### src/rtl/wb_pkg.sv
`default_nettype none
// ============================================================================
// Module      : wb_pkg
// Description : Shared types and constants for the Wishbone address decoder:
//               decoder FSM state type, CTI/BTE cycle-type encodings and the
//               byte-select width helper.
// Revision    : 1.0 - initial release
// ============================================================================
package wb_pkg;

    // Decoder FSM states, explicitly encoded in 2 bits
    typedef enum logic [1:0] {
        ST_IDLE     = 2'd0,
        ST_ACTIVE   = 2'd1,
        ST_UNMAPPED = 2'd2
    } wb_dec_state_t;

    // Cycle type identifiers (registered feedback)
    localparam logic [2:0] c_CTI_CLASSIC = 3'b000;
    localparam logic [2:0] c_CTI_CONST   = 3'b001;
    localparam logic [2:0] c_CTI_INCR    = 3'b010;
    localparam logic [2:0] c_CTI_EOB     = 3'b111;

    // Burst type extensions
    localparam logic [1:0] c_BTE_LINEAR  = 2'b00;
    localparam logic [1:0] c_BTE_WRAP4   = 2'b01;
    localparam logic [1:0] c_BTE_WRAP8   = 2'b10;
    localparam logic [1:0] c_BTE_WRAP16  = 2'b11;

    // One byte-select line per data byte
    function automatic int wb_sel_width(input int data_width);
        return data_width / 8;
    endfunction

endpackage
`default_nettype wire

### src/rtl/wb_addr_decode.sv
`default_nettype none
// ============================================================================
// Module      : wb_addr_decode
// Description : Combinational base/mask address matcher. Produces a one-hot
//               select of the lowest-index matching slave and a hit flag.
// Revision    : 1.0 - initial release
// ============================================================================
module wb_addr_decode #(
    parameter int                                SLAVES     = 2,
    parameter int                                ADDR_WIDTH = 32,
    parameter logic [SLAVES-1:0][ADDR_WIDTH-1:0] S_BASE     = '0,
    parameter logic [SLAVES-1:0][ADDR_WIDTH-1:0] S_MASK     = '0
) (
    input  logic [ADDR_WIDTH-1:0] i_adr,
    output logic [SLAVES-1:0]     o_match,
    output logic                  o_hit
);

    logic [SLAVES-1:0] w_raw;

    generate
        for (genvar gi = 0; gi < SLAVES; gi++) begin : g_cmp
            assign w_raw[gi] = ((i_adr & S_MASK[gi]) == (S_BASE[gi] & S_MASK[gi]));
        end
    endgenerate

    // Priority pick: scan high to low so the lowest matching index is written last
    always_comb begin
        o_match = '0;
        for (int i = SLAVES - 1; i >= 0; i--) begin
            if (w_raw[i]) begin
                o_match    = '0;
                o_match[i] = 1'b1;
            end
        end
    end

    assign o_hit = |w_raw;

endmodule
`default_nettype wire

### src/rtl/wb_decode.sv
`default_nettype none
// ============================================================================
// Module      : wb_decode
// Description : Wishbone single-master to multi-slave decoder/splitter.
//               Decodes the first strobe of a bus cycle, locks the selected
//               slave until m_cyc_i falls, and terminates unmapped accesses
//               and unresponsive slaves with an error.
// Revision    : 1.0 - initial release
// ============================================================================
module wb_decode
    import wb_pkg::*;
#(
    parameter int                                SLAVES     = 2,
    parameter int                                DATA_WIDTH = 32,
    parameter int                                ADDR_WIDTH = 32,
    parameter logic [SLAVES-1:0][ADDR_WIDTH-1:0] S_BASE     = '0,
    parameter logic [SLAVES-1:0][ADDR_WIDTH-1:0] S_MASK     = '0,
    parameter int                                TIMEOUT    = 255,
    localparam int                               SEL_WIDTH  = wb_sel_width(DATA_WIDTH)
) (
    input  logic                                clk_i,
    input  logic                                rst_i,
    // master side
    input  logic [ADDR_WIDTH-1:0]               m_adr_i,
    input  logic [DATA_WIDTH-1:0]               m_dat_i,
    input  logic                                m_cyc_i,
    input  logic                                m_stb_i,
    input  logic [SEL_WIDTH-1:0]                m_sel_i,
    input  logic                                m_we_i,
    input  logic [2:0]                          m_cti_i,
    input  logic [1:0]                          m_bte_i,
    output logic [DATA_WIDTH-1:0]               m_dat_o,
    output logic                                m_ack_o,
    output logic                                m_err_o,
    output logic                                m_rty_o,
    // slave side
    output logic [ADDR_WIDTH-1:0]               s_adr_o,
    output logic [DATA_WIDTH-1:0]               s_dat_o,
    output logic [SEL_WIDTH-1:0]                s_sel_o,
    output logic                                s_we_o,
    output logic [2:0]                          s_cti_o,
    output logic [1:0]                          s_bte_o,
    output logic [SLAVES-1:0]                   s_cyc_o,
    output logic [SLAVES-1:0]                   s_stb_o,
    input  logic [SLAVES-1:0][DATA_WIDTH-1:0]   s_dat_i,
    input  logic [SLAVES-1:0]                   s_ack_i,
    input  logic [SLAVES-1:0]                   s_err_i,
    input  logic [SLAVES-1:0]                   s_rty_i
);

    // Counter is sized for TIMEOUT but kept at least one bit wide so a
    // disabled watchdog still elaborates cleanly.
    localparam int               CNT_W      = (TIMEOUT > 0) ? $clog2(TIMEOUT + 1) : 1;
    localparam logic [CNT_W-1:0] c_CNT_LAST = CNT_W'((TIMEOUT > 0) ? (TIMEOUT - 1) : 0);
    localparam logic [CNT_W-1:0] c_CNT_MAX  = '1;
    localparam logic             c_WD_EN    = (TIMEOUT > 0);

    wb_dec_state_t     state_q, state_d;
    logic [SLAVES-1:0] sel_q, sel_d;
    logic [CNT_W-1:0]  cnt_q, cnt_d;
    logic              err_q, err_d;

    logic                  w_req;
    logic [SLAVES-1:0]     w_match;
    logic                  w_hit;
    logic [SLAVES-1:0]     w_route;
    logic                  w_term;
    logic                  w_wd_err;
    logic [DATA_WIDTH-1:0] w_dat;

    assign w_req = m_cyc_i & m_stb_i;

    wb_addr_decode #(
        .SLAVES     (SLAVES),
        .ADDR_WIDTH (ADDR_WIDTH),
        .S_BASE     (S_BASE),
        .S_MASK     (S_MASK)
    ) u_addr_decode (
        .i_adr   (m_adr_i),
        .o_match (w_match),
        .o_hit   (w_hit)
    );

    // Request fields are broadcast unconditionally; only cyc/stb are steered
    assign s_adr_o = m_adr_i;
    assign s_dat_o = m_dat_i;
    assign s_sel_o = m_sel_i;
    assign s_we_o  = m_we_i;
    assign s_cti_o = m_cti_i;
    assign s_bte_o = m_bte_i;

    // Response routing: live decode on the first strobe, latched select after
    always_comb begin
        w_route = '0;
        if (state_q == ST_IDLE) begin
            w_route = w_req ? w_match : '0;
        end else if (state_q == ST_ACTIVE) begin
            w_route = sel_q;
        end
    end

    // Per-slave cyc/stb, forced low in any reset cycle
    always_comb begin
        s_cyc_o = '0;
        s_stb_o = '0;
        if (!rst_i) begin
            case (state_q)
                ST_IDLE: begin
                    s_cyc_o = w_route;
                    s_stb_o = w_route;
                end
                ST_ACTIVE: begin
                    s_cyc_o = sel_q & {SLAVES{m_cyc_i}};
                    s_stb_o = sel_q & {SLAVES{m_stb_i}};
                end
                default: begin
                    s_cyc_o = '0;
                    s_stb_o = '0;
                end
            endcase
        end
    end

    // Read data mux: select is one-hot or zero, so an AND-OR tree suffices
    always_comb begin
        w_dat = '0;
        for (int i = 0; i < SLAVES; i++) begin
            if (w_route[i]) begin
                w_dat = w_dat | s_dat_i[i];
            end
        end
    end

    // A slave termination in the same cycle as expiry takes precedence
    assign w_term   = |(w_route & (s_ack_i | s_err_i | s_rty_i));
    assign w_wd_err = c_WD_EN && (state_q == ST_ACTIVE) && w_req && !w_term
                      && (cnt_q == c_CNT_LAST);

    assign m_dat_o = rst_i ? '0 : w_dat;
    assign m_ack_o = !rst_i && |(w_route & s_ack_i);
    assign m_rty_o = !rst_i && |(w_route & s_rty_i);
    assign m_err_o = !rst_i && ((|(w_route & s_err_i)) || w_wd_err
                                || ((state_q == ST_UNMAPPED) && err_q));

    // Next-state, slave lock, watchdog count and unmapped error pulse
    always_comb begin
        state_d = state_q;
        sel_d   = sel_q;
        cnt_d   = cnt_q;
        err_d   = 1'b0;
        case (state_q)
            ST_IDLE: begin
                cnt_d = '0;
                if (w_req) begin
                    sel_d = w_match;
                    if (w_hit) begin
                        state_d = ST_ACTIVE;
                    end else begin
                        state_d = ST_UNMAPPED;
                        err_d   = 1'b1;
                    end
                end
            end
            ST_ACTIVE: begin
                if (!m_cyc_i) begin
                    state_d = ST_IDLE;
                    sel_d   = '0;
                    cnt_d   = '0;
                end else if (w_term || w_wd_err) begin
                    cnt_d = '0;
                end else if (c_WD_EN && m_stb_i && (cnt_q != c_CNT_MAX)) begin
                    cnt_d = cnt_q + 1'b1;
                end
            end
            ST_UNMAPPED: begin
                sel_d = '0;
                cnt_d = '0;
                if (!m_cyc_i) begin
                    state_d = ST_IDLE;
                end else begin
                    // High for one cycle, then low for at least one
                    err_d = m_stb_i & ~err_q;
                end
            end
            default: begin
                state_d = ST_IDLE;
                sel_d   = '0;
                cnt_d   = '0;
            end
        endcase
    end

    // State registers with synchronous reset
    always_ff @(posedge clk_i) begin
        if (rst_i) begin
            state_q <= ST_IDLE;
            sel_q   <= '0;
            cnt_q   <= '0;
            err_q   <= 1'b0;
        end else begin
            state_q <= state_d;
            sel_q   <= sel_d;
            cnt_q   <= cnt_d;
            err_q   <= err_d;
        end
    end

endmodule
`default_nettype wire

### config.mk
export PLATFORM = sky130hd
export DESIGN_NAME = wb_decode
export DESIGN_NICKNAME = d
export VERILOG_FILES = /design/src/rtl/wb_pkg.sv /design/src/rtl/wb_addr_decode.sv /design/src/rtl/wb_decode.sv
export SDC_FILE = /design/constraint.sdc
export NUM_CORES = 1
export LEC_CHECK = 0
export ABC_AREA = 1
export CAP_MARGIN = 0
export CORE_AREA = 2 2 100 102
export DETAILED_ROUTE_END_ITERATION = 8
export DIE_AREA = 0 0 102 104
export PLACE_DENSITY_LB_ADDON = 0.05
export SLEW_MARGIN = 20
export SYNTH_ARGS = -nofsm -noshare
export SYNTH_HDL_FRONTEND = slang
export SYNTH_HIERARCHICAL = 1
export SYNTH_SLANG_ARGS = --single-unit
### constraint.sdc
create_clock -name clk_i -period 1.9 [get_ports clk_i]
set_input_delay 0.57 -clock clk_i [delete_from_list [all_inputs] [get_ports clk_i]]
set_output_delay 0.57 -clock clk_i [all_outputs]
set_load 0.005 [all_outputs]
==> results of run 1 <==
==> routing by layer <==
layer  up-vias  global-route usage  part of all wire
met4         0              0.0571             0.034
met2        95               0.251              0.47
met1      1137               0.167              0.40
met3        32              0.0491             0.091
li1       1295                   -                 -
met5         -                   0                 0
==> worst max path at each step <==
stage,to,cells past startpoint
2_1_floorplan,m_dat_o[10],8
3_3_place_gp,m_err_o,8
3_5_place_dp,m_err_o,8
4_1_cts,m_ack_o,11
5_1_grt,m_dat_o[4],11
6_report,m_ack_o,11
==> sequential cells by signal, indices dropped and copies added (netlist names) <==
register  cells
err_q         1
state_q       2
cnt_q         8
sel_q         2
==> cells in the mapped netlist <==
library cell and instances:
a21oi_1 42, buf_2 7, buf_4 80, clkbuf_1 5, clkinv_2 1, conb_1 2, dfxtp_1 13, ha_1 5
inv_1 28, inv_2 2, nand2_1 91, nand2_2 5, nand3_1 50, nand3b_1 2, nand4_1 1, nor2_1 24
nor2_4 1, o21ai_0 3, o21bai_1 1, o22ai_1 2, xnor2_1 1, xor2_1 1
==> timing repair <==
action	CTS	global route
pin swaps	23	14
setup buffers	20	7
resized for setup	273	23
hold buffers	0	0
setup endpoints to repair	39	39
cloned	6	2
==> layout make-up <==
cell class / instances / area share
clock buffers: 4 / 0.0112
inverters: 31 / 0.0333
multi-input cells: 232 / 0.383
flip-flops and latches: 13 / 0.0660
well taps: 133 / 0.0414
repair buffers: 190 / 0.465
==> kinds of logic after synthesis <==
logic type,synth area share
AND/OR/NAND/NOR,0.353
buffers and inverters,0.366
AO/OA/AOI/OAI,0.116
flip-flops,0.123
adder cells (fa/ha/maj),0.0296
XOR/XNOR,0.00830
other,0.00356
==> power groups by stage <==
stage / Sequential [mW] / Clock, mW / Combinational [mW]
after global routing: 0.306 / 0.282 / 2.09
after CTS: 0.304 / 0.264 / 1.85
final: 0.304 / 0.250 / 1.96
after floorplan: 0.298 / 0 / 0.694
after global placement: 0.300 / 0 / 1.26
after detailed placement: 0.300 / 0 / 1.25
==> worst max-delay path: cells and delay by family, from the launching register on <==
family	cells	cell delay (ps)
AO/OA/AOI/OAI	1	50
adder cells (fa/ha/maj)	1	190
buffers and inverters	6	640
AND/OR/NAND/NOR	3	180
flip-flops	1	370
==> flow_summary_export.csv, run 1 <==
group,metric,value,unit
sta,final.period_utilization,1.19,
power_and_ir_drop,peakVddDrop,0.236,mV
sta,drv_slew,0,
worst_setup_path,arrival,1680,ps
synth,synthesis.area,2110,µm²
synth,synthCells,367,
route,wl,8.40,mm
finish,regArea,265,µm²
floorplanning,start_util,0.221,
synth,synth_cell_type_count,22,
route,route.detailed.drc,0,
clock_tree,ctsRootBufferMaster,"clkbuf_8",
floorplanning,die_h,104,µm
finish,multiInputGateArea,1540,µm²
worst_setup_path,required,1330,ps
route,vias,2559,
worst_setup_path,crit_path_frequent_cell,"nand2_4",
synth,synth_area_per_cell,5.75,µm²
clock_tree,cts_buffers,3,
grt,grt_pass1_vias,2600,
place,place.gp.congestion,0.701,
floorplanning,die_x,102,µm
worst_setup_path,cp_max_fo,6,
clock_tree,clock_latency,240,ps
sta,fmaxAchievable,0.444,GHz
sta,finalSetupViolCount,39,
route,postRouteAntennaNets,0,
floorplanning,num_io_pins,261,
finish,area_delta_synth_final,90.5,%
worst_hold_path,hold_start,"sel_q[0]",
grt,grt_use_total,0.147,
finish,fill_cells,1057,
outcome,status,"complete, but fails checks",
route,drtIter0Drc,62,
sta,rsz0062_at_grt,"yes",
finish,fin_nets,624,
power_and_ir_drop,p_sw,0.971,mW
worst_hold_path,hold_path_class,"register to register",
power_and_ir_drop,power.leakage,1.88,nW
worst_hold_path,whs_path_depth,2,
synth,synthTopCellsByArea,"buf_4 (28%), nand2_1 (16%), dfxtp_1 (12%), nand3_1 (12%), a21oi_1 (10%)",
floorplanning,die-area,10600,µm²
place,port_buffers,112,
power_and_ir_drop,clock_power_share,0.099,
worst_setup_path,cpPeakStageDelay,370,ps
place,pre_cts_ws,-1110,ps
worst_hold_path,hold_end,"sel_q[0]",
clock_tree,clock-sinks,13,
place,hpwl,6.18,mm
outcome,violations,"negative setup slack",
synth,yosysSeqAreaShare,0.123,
finish,diodes,0,
power_and_ir_drop,comb_power_share,0.780,
finish,layout.cells.non_filler,603,
power_and_ir_drop,sw_frac_of_total,0.386,
grt,grt_max_degree,21,
synth,ys_ff_latch,13,
sta,fin_hold_ws,513,ps
grt,antenna_found_initial,0,
power_and_ir_drop,power,2.52,mW
clock_tree,cts_tree,"done",
finish,drive_gt1_frac,0.494,
worst_setup_path,cp_slowest_cell,"dfxtp_4",
synth,synth.largest_area_cell,"buf_4",
finish,design_area,4020,µm²
worst_setup_path,timing.rr.end,"cnt_q[0]",
synth,ys_warn_count,6,
worst_setup_path,worst_r2r_startpoint,"state_q[0]",
route,wl_per_cell,13.9,µm
power_and_ir_drop,seqPwrFrac,0.121,
sta,setup-tns-final,-11620,ps
worst_setup_path,crit_start,"state_q[0]",
place,place_area,3310,µm²
run,maxCapViolations,0,
worst_setup_path,worstSetupPathType,"register to output port",
worst_setup_path,r2r_cells,11,
clock_tree,path_clk_slew,50,ps
sta,fin_skew,3.50,ps
grt,grt_pass1_wl,12.5,mm
worst_setup_path,endpoint_kind,"output port",
clock_tree,htreeDepth,1,
place,place_inst,568,
clock_tree,clock_path_buffers,2,
power_and_ir_drop,p_int,1.55,mW
grt,grt.overflow.total,0,
worst_setup_path,startpoint_type,"register",
finish,most-common-layout-cells,"clkdlybuf4s50_1 (66), nand2_1 (53), buf_4 (42), buf_2 (41), nand3_1 (37)",
route,dr.pass1.iters,4,
finish,final_util,0.421,
sta,finalHoldViolCount,0,
finish,final_common_cell,"clkdlybuf4s50_1",
sta,fin_ws,-352,ps
worst_setup_path,reg2reg_slack,280,ps
floorplanning,core,9550,µm²
power_and_ir_drop,power_density,626,nW/µm²
floorplanning,rows,36,
sta,period_minus_slack,2250,ps
synth,yosysTopAreaCellShare,0.285,
route,viasPerCell,4.24,
worst_setup_path,crit_path_cell_trace,"inv_4, ha_4, inv_6, nand2_4, nand2_4, clkinv_4, buf_12, buf_16, nand2_4, a21oi_1, buf_2",
No activity file was read; power rests on OpenSTA's default activity.
==> run 2: changes to the inputs <==
PLACE_DENSITY = 0.78   (was not set)
PLACE_DENSITY_LB_ADDON = not set   (was 0.05)
REMOVE_ABC_BUFFERS = 1   (was not set)
==> flow_summary_export.csv, run 2 (synthesis gave the netlist of run 1 again) <==
group,metric,value,unit
worst_hold_path,hold_start,"sel_q[1]",
worst_setup_path,crit_path_cell_trace,"inv_4, ha_4, inv_6, nand2_4, nand2_4, inv_8, buf_12, buf_8, nand2_2, a21oi_2, buf_2",
finish,drive_gt1_frac,0.431,
worst_setup_path,required,1330,ps
power_and_ir_drop,power_density,608,nW/µm²
clock_tree,ctsRootBufferMaster,"clkbuf_8",
floorplanning,rows,36,
grt,grt_use_total,0.336,
finish,reg_top3,"cnt_q x8, sel_q x2, state_q x2",
clock_tree,htreeDepth,1,
clock_tree,clock-sinks,13,
worst_setup_path,arrival,1730,ps
clock_tree,clock_path_buffers,2,
worst_hold_path,whs_path_depth,2,
finish,regMostFlops,"cnt_q",
grt,grt_max_degree,27,
worst_setup_path,r2r_cells,11,
sta,fin_ws,-405,ps
run,maxCapViolations,0,
worst_hold_path,hold_end,"sel_q[1]",
route,postRouteAntennaNets,0,
worst_setup_path,crit_path_frequent_cell,"nand2_4",
worst_setup_path,cpPeakStageDelay,360,ps
route,wl,19.0,mm
finish,fin_nets,606,
sta,rsz0062_at_grt,"yes",
route,drtIter0Drc,153,
worst_setup_path,endpoint_kind,"output port",
grt,grt_pass1_vias,2794,
floorplanning,start_util,0.221,
route,dr.pass1.iters,4,
sta,fmaxAchievable,0.434,GHz
finish,most-common-layout-cells,"nand2_1 (69), clkdlybuf4s50_1 (69), buf_2 (41), buf_4 (38), nand3_1 (37)",
route,wl_per_cell,32.3,µm
route,vias,2880,
sta,drv_slew,0,
worst_setup_path,timing.rr.end,"cnt_q[1]",
floorplanning,num_io_pins,261,
sta,final.period_utilization,1.21,
sta,finalHoldViolCount,0,
place,port_buffers,112,
worst_setup_path,cp_slowest_cell,"dfxtp_4",
route,route.detailed.drc,0,
outcome,status,"complete, but fails checks",
clock_tree,cts_tree,"done",
outcome,violations,"negative setup slack",
clock_tree,path_clk_slew,60,ps
power_and_ir_drop,power.leakage,1.63,nW
place,hpwl,16.0,mm
grt,antenna_found_initial,4,
power_and_ir_drop,power,2.22,mW
sta,fin_hold_ws,504,ps
floorplanning,core,9550,µm²
floorplanning,die-area,10600,µm²
finish,area_delta_synth_final,72.8,%
floorplanning,die_h,104,µm
place,place.gp.congestion,1.05,
worst_setup_path,worstSetupPathType,"register to output port",
sta,period_minus_slack,2300,ps
grt,grt.overflow.total,0,
finish,largest_reg_flops,8,
worst_setup_path,cp_max_fo,7,
sta,finalSetupViolCount,39,
route,viasPerCell,4.91,
clock_tree,clock_latency,250,ps
sta,fin_skew,1.41,ps
worst_setup_path,worst_r2r_startpoint,"state_q[0]",
clock_tree,cts_buffers,3,
worst_setup_path,startpoint_type,"register",
worst_hold_path,hold_path_class,"register to register",
worst_setup_path,reg2reg_slack,250,ps
grt,grt_pass1_wl,23.6,mm
power_and_ir_drop,peakVddDrop,0.233,mV
floorplanning,die_x,102,µm
sta,setup-tns-final,-11690,ps
==> run 2: through the flow <==
step | cell area [µm²] | utilization | instances | setup WS [ps]
finish | 3650 | 0.382 | 587 | -405
global route | 3640 | 0.381 | 585 | -453
CTS | 3470 | 0.364 | 585 | -336
detailed placement | 3080 | 0.323 | 559 | -1110
global placement | 3080 | 0.323 | 559 | -1110
floorplan | 1460 | - | 276 | -136
==> run 2: repair_timing <==
item                       CTS  global route
setup buffers               17             1
setup endpoints to repair   39            39
resized for setup          243            49
pin swaps                   33            27
gates cloned                 6             0
hold buffers                 0             0
==> run 2: worst max path at each step <==
stage / from / endpoint / slack [ps] / depth (start not counted)
2_1_floorplan: state_q[0] / m_err_o / -140 / 7
3_5_place_dp: m_cyc_i / m_dat_o[7] / -1110 / 9
3_3_place_gp: m_cyc_i / m_dat_o[10] / -1110 / 9
6_report: state_q[0] / m_dat_o[17] / -400 / 11
4_1_cts: state_q[1] / m_dat_o[17] / -340 / 11
5_1_grt: state_q[0] / m_dat_o[23] / -450 / 11
==> run 2: area by class of cell <==
class | instances | area (µm²)
diodes | 2 | 5.00
flip-flops and latches | 13 | 265
multi-input cells | 232 | 1470
clock buffers | 4 | 45.0
repair buffers | 172 | 1560
well taps | 133 | 166
inverters | 31 | 136
fillers | 977 | 5900
==> run 2: routing by layer <==
layer	track usage	routed length, µm
met1	0.283	5450
met4	0.152	976
met5	0.0359	16
met2	0.519	8420
met3	0.331	4120
==> run 2: where the power goes <==
part           internal [mW]  switching [mW]
clock network          0.148           0.113
registers              0.288          0.0159
logic                  0.839           0.813
total                   1.28           0.942
==> run 2: critical path, delay by kind of cell, from the launching register on <==
family | cells | cell delay [ps]
buffers and inverters | 6 | 580
flip-flops | 1 | 360
AND/OR/NAND/NOR | 3 | 210
adder cells (fa/ha/maj) | 1 | 180
AO/OA/AOI/OAI | 1 | 150
